<file path="config.mk">
export PLATFORM = sky130hd
export DESIGN_NAME = dither_demod_v1
export DESIGN_NICKNAME = d
export VERILOG_FILES = /design/src/rtl/dither_demod_v1.sv
export SDC_FILE = /design/constraint.sdc
export NUM_CORES = 1
export LEC_CHECK = 0
export BUFFER_PORTS_ARGS = -buffer_cell sky130_fd_sc_hd__buf_2
export CELL_PAD_IN_SITES_DETAIL_PLACEMENT = 0
export CELL_PAD_IN_SITES_GLOBAL_PLACEMENT = 1
export CORE_ASPECT_RATIO = 0.6
export CORE_MARGIN = 8
export CORE_UTILIZATION = 45
export CTS_BUF_LIST = sky130_fd_sc_hd__clkbuf_8
export DETAILED_ROUTE_END_ITERATION = 10
export PLACE_DENSITY = 0.88
export SLEW_MARGIN = 20
export SYNTH_ARGS = -nofsm -noshare
export SYNTH_HDL_FRONTEND = slang
export SYNTH_SLANG_ARGS = --single-unit
</file>
<file path="constraint.sdc">
create_clock -name i_clk -period 5.9 [get_ports i_clk]
set_input_delay 0 -clock i_clk [delete_from_list [all_inputs] [get_ports i_clk]]
set_output_delay 0 -clock i_clk [all_outputs]
set_load 0.005 [all_outputs]
</file>
<file path="src/rtl/dither_demod_v1.sv">
// Square-wave dither demodulator: averages H and L half-periods after a settle
// interval and reports (H-L)/2 and (H+L)/2. Optional integrator: DEMOD_INTEG_EN.
module dither_demod_v1 #(
  parameter int DATA_W = 32,
  parameter int ACC_W  = 48
) (
  input  logic                     i_clk,
  input  logic                     i_rst_n,
  input  logic                     i_trig,
  input  logic signed [DATA_W-1:0] i_data,
  input  logic signed [DATA_W-1:0] i_dither,
  input  logic        [31:0]       i_wait_cnt,
  input  logic        [31:0]       i_avg_sel,
  output logic signed [DATA_W-1:0] o_err,
  output logic signed [DATA_W-1:0] o_dc,
  output logic                     o_valid,
  output logic                     o_abort,
  output logic signed [DATA_W-1:0] o_integ,
  output logic        [2:0]        o_cstate
);

  typedef enum logic [2:0] {
    S_IDLE   = 3'd0,
    S_WAIT_H = 3'd1,
    S_ACQ_H  = 3'd2,
    S_SEEK_L = 3'd3,
    S_WAIT_L = 3'd4,
    S_ACQ_L  = 3'd5,
    S_OUT    = 3'd6
  } state_e;

  typedef enum logic [1:0] {
    PH_Z = 2'd0,
    PH_H = 2'd1,
    PH_L = 2'd2
  } phase_e;

  logic                     trig_q;
  logic signed [DATA_W-1:0] data_q;
  logic signed [DATA_W-1:0] dither_q;
  logic        [31:0]       wait_q;
  logic        [31:0]       avgsel_q;
  phase_e                   ph_prev_q;
  state_e                   state_q, state_d;
  logic        [31:0]       cnt_q;
  logic signed [ACC_W-1:0]  acc_q;
  logic        [3:0]        shift_q;
  logic signed [DATA_W-1:0] avg_h_q, avg_l_q;
  logic signed [DATA_W-1:0] err_q, err_d;
  logic signed [DATA_W-1:0] dc_q, dc_d;
  logic                     valid_q, valid_d;
  logic                     abort_q;

  phase_e                   ph;
  phase_e                   ph_want;
  logic        [3:0]        shift_sel;
  logic signed [ACC_W-1:0]  acc_sum;
  logic signed [ACC_W-1:0]  acc_shr;
  logic signed [DATA_W:0]   sum_w, diff_w;

  logic abort, cnt_clr, cnt_inc, acq_start, acc_en, half_done;

  always_comb begin
    if (dither_q > 0)      ph = PH_H;
    else if (dither_q < 0) ph = PH_L;
    else                   ph = PH_Z;
  end

  assign ph_want   = (state_q == S_WAIT_H || state_q == S_ACQ_H) ? PH_H : PH_L;
  assign shift_sel = (avgsel_q > 32'd12) ? 4'd7 : avgsel_q[3:0];
  assign acc_sum   = acc_q + {{(ACC_W-DATA_W){data_q[DATA_W-1]}}, data_q};
  assign acc_shr   = acc_sum >>> shift_q;

  always_ff @(posedge i_clk or negedge i_rst_n) begin
    if (!i_rst_n) begin
      trig_q    <= 1'b0;
      data_q    <= '0;
      dither_q  <= '0;
      wait_q    <= '0;
      avgsel_q  <= '0;
      ph_prev_q <= PH_Z;
    end else begin
      trig_q    <= i_trig;
      data_q    <= i_data;
      dither_q  <= i_dither;
      wait_q    <= i_wait_cnt;
      avgsel_q  <= i_avg_sel;
      ph_prev_q <= ph;
    end
  end

  always_ff @(posedge i_clk or negedge i_rst_n) begin
    if (!i_rst_n) state_q <= S_IDLE;
    else          state_q <= state_d;
  end

  // A phase change always takes priority over a coincident strobe.
  always_comb begin
    state_d   = state_q;
    abort     = 1'b0;
    cnt_clr   = 1'b0;
    cnt_inc   = 1'b0;
    acq_start = 1'b0;
    acc_en    = 1'b0;
    half_done = 1'b0;
    case (state_q)
      S_IDLE: begin
        if (ph == PH_H && ph_prev_q != PH_H) begin
          cnt_clr = 1'b1;
          state_d = S_WAIT_H;
        end
      end
      S_WAIT_H, S_WAIT_L: begin
        if (ph != ph_want) begin
          abort   = 1'b1;
          state_d = S_IDLE;
        end else if (cnt_q == wait_q) begin
          acq_start = 1'b1;
          state_d   = (state_q == S_WAIT_H) ? S_ACQ_H : S_ACQ_L;
        end else if (trig_q) begin
          cnt_inc = 1'b1;
        end
      end
      S_ACQ_H, S_ACQ_L: begin
        if (ph != ph_want) begin
          abort   = 1'b1;
          state_d = S_IDLE;
        end else if (trig_q) begin
          acc_en = 1'b1;
          if (cnt_q == 32'd1) begin
            half_done = 1'b1;
            state_d   = (state_q == S_ACQ_H) ? S_SEEK_L : S_OUT;
          end
        end
      end
      S_SEEK_L: begin
        if (ph == PH_L && ph_prev_q != PH_L) begin
          cnt_clr = 1'b1;
          state_d = S_WAIT_L;
        end
      end
      S_OUT:   state_d = S_IDLE;
      default: state_d = S_IDLE;
    endcase
  end

  always_comb begin
    sum_w   = {avg_h_q[DATA_W-1], avg_h_q} + {avg_l_q[DATA_W-1], avg_l_q};
    diff_w  = {avg_h_q[DATA_W-1], avg_h_q} - {avg_l_q[DATA_W-1], avg_l_q};
    valid_d = (state_q == S_OUT);
    err_d   = err_q;
    dc_d    = dc_q;
    if (valid_d) begin
      err_d = DATA_W'(diff_w >>> 1);
      dc_d  = DATA_W'(sum_w >>> 1);
    end
  end

  always_ff @(posedge i_clk or negedge i_rst_n) begin
    if (!i_rst_n) begin
      cnt_q   <= '0;
      acc_q   <= '0;
      shift_q <= '0;
      avg_h_q <= '0;
      avg_l_q <= '0;
      err_q   <= '0;
      dc_q    <= '0;
      valid_q <= 1'b0;
      abort_q <= 1'b0;
    end else begin
      if (cnt_clr)        cnt_q <= '0;
      else if (acq_start) cnt_q <= 32'd1 << shift_sel;
      else if (acc_en)    cnt_q <= cnt_q - 32'd1;
      else if (cnt_inc)   cnt_q <= cnt_q + 32'd1;
      if (acq_start) begin
        acc_q   <= '0;
        shift_q <= shift_sel;
      end else if (acc_en) begin
        acc_q <= acc_sum;
      end
      if (half_done && state_q == S_ACQ_H) avg_h_q <= DATA_W'(acc_shr);
      if (half_done && state_q == S_ACQ_L) avg_l_q <= DATA_W'(acc_shr);
      err_q   <= err_d;
      dc_q    <= dc_d;
      valid_q <= valid_d;
      abort_q <= abort;
    end
  end

`ifdef DEMOD_INTEG_EN
  logic signed [DATA_W-1:0] integ_q;
  logic signed [DATA_W:0]   integ_sum;

  assign integ_sum = {integ_q[DATA_W-1], integ_q} + {err_d[DATA_W-1], err_d};

  always_ff @(posedge i_clk or negedge i_rst_n) begin
    if (!i_rst_n) begin
      integ_q <= '0;
    end else if (valid_d) begin
      if (integ_sum[DATA_W] != integ_sum[DATA_W-1])
        integ_q <= integ_sum[DATA_W] ? {1'b1, {(DATA_W-1){1'b0}}}
                                     : {1'b0, {(DATA_W-1){1'b1}}};
      else
        integ_q <= DATA_W'(integ_sum);
    end
  end

  assign o_integ = integ_q;
`else
  assign o_integ = '0;
`endif

  assign o_err    = err_q;
  assign o_dc     = dc_q;
  assign o_valid  = valid_q;
  assign o_abort  = abort_q;
  assign o_cstate = state_q;

endmodule

</file>
## Word-level counts from Yosys, hierarchy flattened

Cells that the tools add are included.

| word-level totals | value |
|---|---|
| flip-flop bits (word level) | 348 |
| input bits | 131 |
| output and inout port bits | 101 |
| word-level logic and storage cells | 94 |

| operators by class | value |
|---|---|
| add/subtract/negate cells | 5 |
| $lt $le $gt $ge | 3 |
| equal/unequal tests | 18 |
| shift operators | 2 |
| muxes and demuxes | 38 |
| reductions and logical operators | 12 |

Operators by type and width:

| kind | number |
|---|---|
| $mux W32 | 4 |
| $mux W48 | 2 |
| $add A48 B48 Y48 | 1 |
| $sshr A48 B4 Y32 | 1 |
| $add A32 B32 Y33 | 1 |
| $sub A32 B32 Y33 | 1 |
| $add A32 B1 Y32 const B | 1 |
| $eq A32 B1 Y1 const B | 1 |
| $eq A32 B32 Y1 | 1 |
| $gt A32 B1 Y1 const B | 1 |
| $gt A32 B4 Y1 const B | 1 |
| $lt A32 B1 Y1 const B | 1 |
| $shl A1 B4 Y32 const A | 1 |
| $sub A32 B1 Y32 const B | 1 |
| $mux W3 | 9 |
| $mux W1 | 17 |
| $pmux W3 S4 | 1 |
| $eq A3 B3 Y1 const B | 3 |
| $ne A3 B3 Y1 const B | 3 |
| $eq A3 B2 Y1 const B | 2 |
| $mux W2 | 3 |
| $ne A2 B2 Y1 const B | 3 |
| $reduce_and A5 Y1 | 1 |
| $logic_and A1 B1 Y1 | 4 |
| 13 further kinds | 14 |

## Logic depth before layout (Yosys ltp)

| depth | value |
|---|---|
| word-level depth | 10 |
| depth in mapped cells | 14 |
| gate-level depth less buffers | 14 |

## Worst setup path before layout

OpenSTA, ideal clock, no wires.

| path | value |
|---|---|
| path kind | flip-flop to flip-flop |
| from | reg data_q[31] |
| to | reg avg_h_q[30] |
| setup time | 0.065 ns |
| arrival time | 3.581 ns |
| data required time | 5.835 ns |
| slack | 2.254 ns |
| cell stages (with the launch flop) | 13 |
| path buffers | 1 |
| period minus slack after synthesis | 3.646 ns |
| cell sequence | dfrtp_1 -> ha_1 -> buf_6 -> and3_1 -> a221o_1 -> a221oi_2 -> nand3_2 -> o211a_1 -> or2_4 -> o221a_1 -> mux4_2 -> o2111ai_1 -> o21a_1 |

| on the way | value |
|---|---|
| cells in the longest elaborated chain, start to end | 2 |

RTL lines:

| what | line | source |
|---|---|---|
| start: declaration | 39 | `logic signed [DATA_W-1:0] data_q;` |
| start signal: assignment | 84 | `data_q <= i_data;` |
| $add A48 B48 Y48 | 71 | `assign acc_sum = acc_q + {{(ACC_W-DATA_W){data_q[DATA_W-1]}}, data_q};` |
| $sshr A48 B4 Y32 | 72 | `assign acc_shr = acc_sum >>> shift_q;` |
| end signal: assignment | 181 | `if (half_done && state_q == S_ACQ_H) avg_h_q <= DATA_W'(acc_shr);` |
| end: declaration | 48 | `logic signed [DATA_W-1:0] avg_h_q, avg_l_q;` |

Every way passes these cells.
A chain may end at the register's enable or synchronous reset.

## Worst setup path in the final report

| path | value |
|---|---|
| from | reg data_q[31] |
| to | reg avg_h_q[28] |

Same word-level chain as after synthesis.

==> results.py <==
metrics = {
    "die": {
        "ioPinCount": 232,
        "die_h_um": 188,
        "die_area_um2": 57000,
        "num_rows": 63,
        "initial_core_utilization_pct": 45.3,
        "chipWidth_um": 303,
        "fp.coreArea_um2": 49100,
    },
    "worst_setup_path": {
        "ff2ff_setup_slack_ns": 1.06,
        "critical_path.startpoint_type": "flop",
        "worstReg2RegStart": "data_q[31]",
        "crit_path_end_kind": "flop",
        "crit_arrival_ns": 5.39,
        "critical_path.max_fanout": 17,
        "critPathRequiredTime_ns": 6.45,
        "setup.worst_path.start": "data_q[31]",
        "worstSetupPathType": "flop to flop",
    },
    "layout": {
        "layoutNonFillerInstCount": 3488,
        "fillerInstances": 4257,
        "seq_area_um2": 8680,
        "syn_to_final_growth_pct": 22.3,
        "nNetsFinal": 3039,
        "final_layout_size_suffix_gt1_share_pct": 14.9,
        "multiInputGateArea_um2": 12300,
        "util_after_layout_pct": 55.4,
    },
    "clock_tree": {
        "clkTransAtPathRegs_ns": 0.07,
        "post-cts-setup-buffer-count": 0,
        "number_of_sinks_on_the_clock_net": 347,
        "cts-hold-fix-buffers": 253,
        "h-tree-depth": 2,
        "clock_tree_from_tritoncts": "yes",
        "cts_resized": 0,
        "clock_insertion_delay_at_the_later_pin_of_the_skew_report_ns": 0.66,
        "tritoncts.num_buffers": 53,
        "clockRootBuffer": "clkbuf_8",
        "ctsLongestPathBuffers": 3,
    },
    "sta": {
        "final.min_clock_period_ns": 4.84,
        "worst-slew-pin-transition_ns": 0.964,
        "grt_setup_unrepaired": "false",
        "maxSlewHeadroom_pct": 35.2,
        "post-route-period-util_pct": 82.1,
        "setup_tns_after_final_layout_ns": 0,
        "finalHoldViolCount": 0,
        "timing_max_transition_violations_final": 0,
        "clock-skew-final_ns": 0.0666,
        "max_clock_freq_mhz": 207,
        "final_count_of_negative_setup_slack_endpoints": 0,
    },
    "drt": {
        "wl_um": 75400,
        "detail_route.iter0.violations": 2165,
        "router_iterations_before_antenna_repair": 6,
        "routed_wire_length_per_instance_um": 21.6,
        "ant_nets": 0,
        "via_per_inst": 5.86,
        "via_count": 20454,
        "drc_errors": 0,
    },
    "placement": {
        "port-buffer-count": 199,
        "gpl.final_weighted_congestion": 0.948,
        "detailedPlacementHpwl_um": 51700,
        "placed_cells_incl_taps": 3136,
    },
    "synth": {
        "synth_enable_flop_cells": 0,
        "synth.lib_cells_used.distinct": 116,
        "ys_top_cells_by_count": "347 x dfrtp_1, 255 x nand2_1, 192 x o21ai_0",
        "synthesis.instances": 2421,
        "yosysWarnings": 0,
        "synthArstFlopShare_pct": 100,
        "synth.cell_area_um2": 22200,
        "synth.top_cells.by_area": "dfrtp_1 39%, ha_1 6.2%, xnor2_1 4.4%, o21ai_0 4.3%, nand2_1 4.3%",
        "synthMostInstantiatedCell": "dfrtp_1",
        "cell_accounting_for_the_most_synthesized_area": "dfrtp_1",
        "synth.top_cell.area_share_pct": 39.0,
        "synth_sequential_area_ratio_pct": 39.0,
        "ys_ff_latch": 347,
        "leading_register_cell_type_out_of_synthesis": "dfrtp_1",
        "syn-mean-instance-area_um2": 9.19,
    },
    "pwr": {
        "p_per_area_nw_per_um2": 463,
        "ir_drop_worst_vdd_uv": 278,
        "power.leakage_nw": 12.3,
    },
    "worst_hold_path": {
        "worstHoldPathType": "input pin to flop",
        "timing.hold.worst.start": "i_data[31]",
    },
    "global_route": {
        "grt_overflow_total": 0,
        "grt_pass1_vias": 20310,
        "pin_count_of_the_biggest_net_entering_global_routing": 139,
        "grt_antenna_before_repair": 3,
        "first_pass_grt_wire_length_um": 118000,
        "gr-usage-all-layers_pct": 25.8,
    },
    "job": {
        "max-cap-violations": 0,
    },
    "run_status": {
        "status": "completed",
    },
}
## layout make-up
type | count | share of cell area, %
diodes | 1 | 0.00920
clock inverters | 35 | 1.74
well taps | 650 | 2.99
flip-flops and latches | 347 | 31.9
inverters | 103 | 1.42
multi-input cells | 1821 | 45.2
repair buffers | 468 | 13.6
clock buffers | 63 | 3.19
## critical path, stage by stage (launching register included)
cell      delay [ns]
dfrtp_1         0.68
ha_1            0.77
nand4_2         0.26
or4_4           0.58
nor3_2          0.12
o211ai_1        0.29
and2_4          0.30
a22o_2          0.27
xnor2_2         0.43
o221ai_1        0.21
a211o_1         0.30
a221oi_2        0.31
mux2_2          0.21
## power by group
group | switching (W) | total [W] | internal, W | leakage, nW
Sequential | 0.000382 | 0.00321 | 0.00283 | 4.44
Clock | 0.00110 | 0.00258 | 0.00147 | 0.716
Combinational | 0.00424 | 0.00681 | 0.00257 | 7.16
Total | 0.00572 | 0.0126 | 0.00688 | 12.3
## layer usage
layer  vias up  wire (um)  global-route usage, %
met4         0       2080                   6.85
met3       147       7190                   7.36
met2       972      31700                   37.6
met5         -          0                      0
li1       9397          -                      -
met1      9938      34500                   37.2
## state kept, by name (all words and copies together), names as in the netlist
signal and count:
o_err 32, avgsel_q 32, wait_q 32, dither_q 32, trig_q 1, acc_q 47
cnt_q 32, ph_prev_q 2, shift_q 4, avg_h_q 32, o_cstate 3, o_valid 1
o_dc 32, avg_l_q 32, o_abort 1, data_q 32
## stage by stage
stage / hold slack (ns) / total power (W) / setup WS [ns] / area [um2]
floorplan: -0.296 / 0.00767 / 2.25 / 22400
global placement: 0.0181 / 0.00959 / 1.27 / 23300
detailed placement: 0.0391 / 0.00967 / 1.28 / 23300
CTS: 0.000762 / 0.0124 / 1.25 / 27200
global route: 0.0131 / 0.0133 / 0.894 / 27200
finish: 0.0121 / 0.0126 / 1.06 / 27200
## worst paths after layout
path / end / cells past startpoint
setup / recovery: avg_h_q[28] / 12
hold / removal: data_q[31] / 2
setup reg to reg: avg_h_q[28] / 12
hold reg to reg: o_dc[17] / 2
max in group asynchronous: data_q[1] / 3
min in group asynchronous: data_q[31] / 3
## cells by family (layout without fill, tap and decap cells)
group | count (synthesis) | count (layout) | share of synthesized area, %
other cells | 1 | 33 | 0.0169
xor+xnor | 150 | 150 | 6.04
flops | 347 | 347 | 39.0
compound gates | 662 | 662 | 19.4
buf+inv | 284 | 669 | 6.36
mux | 94 | 94 | 6.11
fa+ha+maj | 114 | 114 | 6.52
simple gates | 769 | 769 | 16.5
## placed cells by master (no fill, tap or decap), drive strengths merged, types with 38 or more instances in the layout
cell         synthesis  final
clkbuf             117     63
nand3               54     54
inv                 99    111
dlygate4sd3          0    252
nor3                59     59
xnor2              112    112
o21ai              209    209
nand4               41     41
nor4                38     38
nor2               186    186
buf                 63    216
ha                 111    111
a21oi              158    158
dfrtp              347    347
nand2              256    256
No activity file was read; power rests on OpenSTA's default activity.
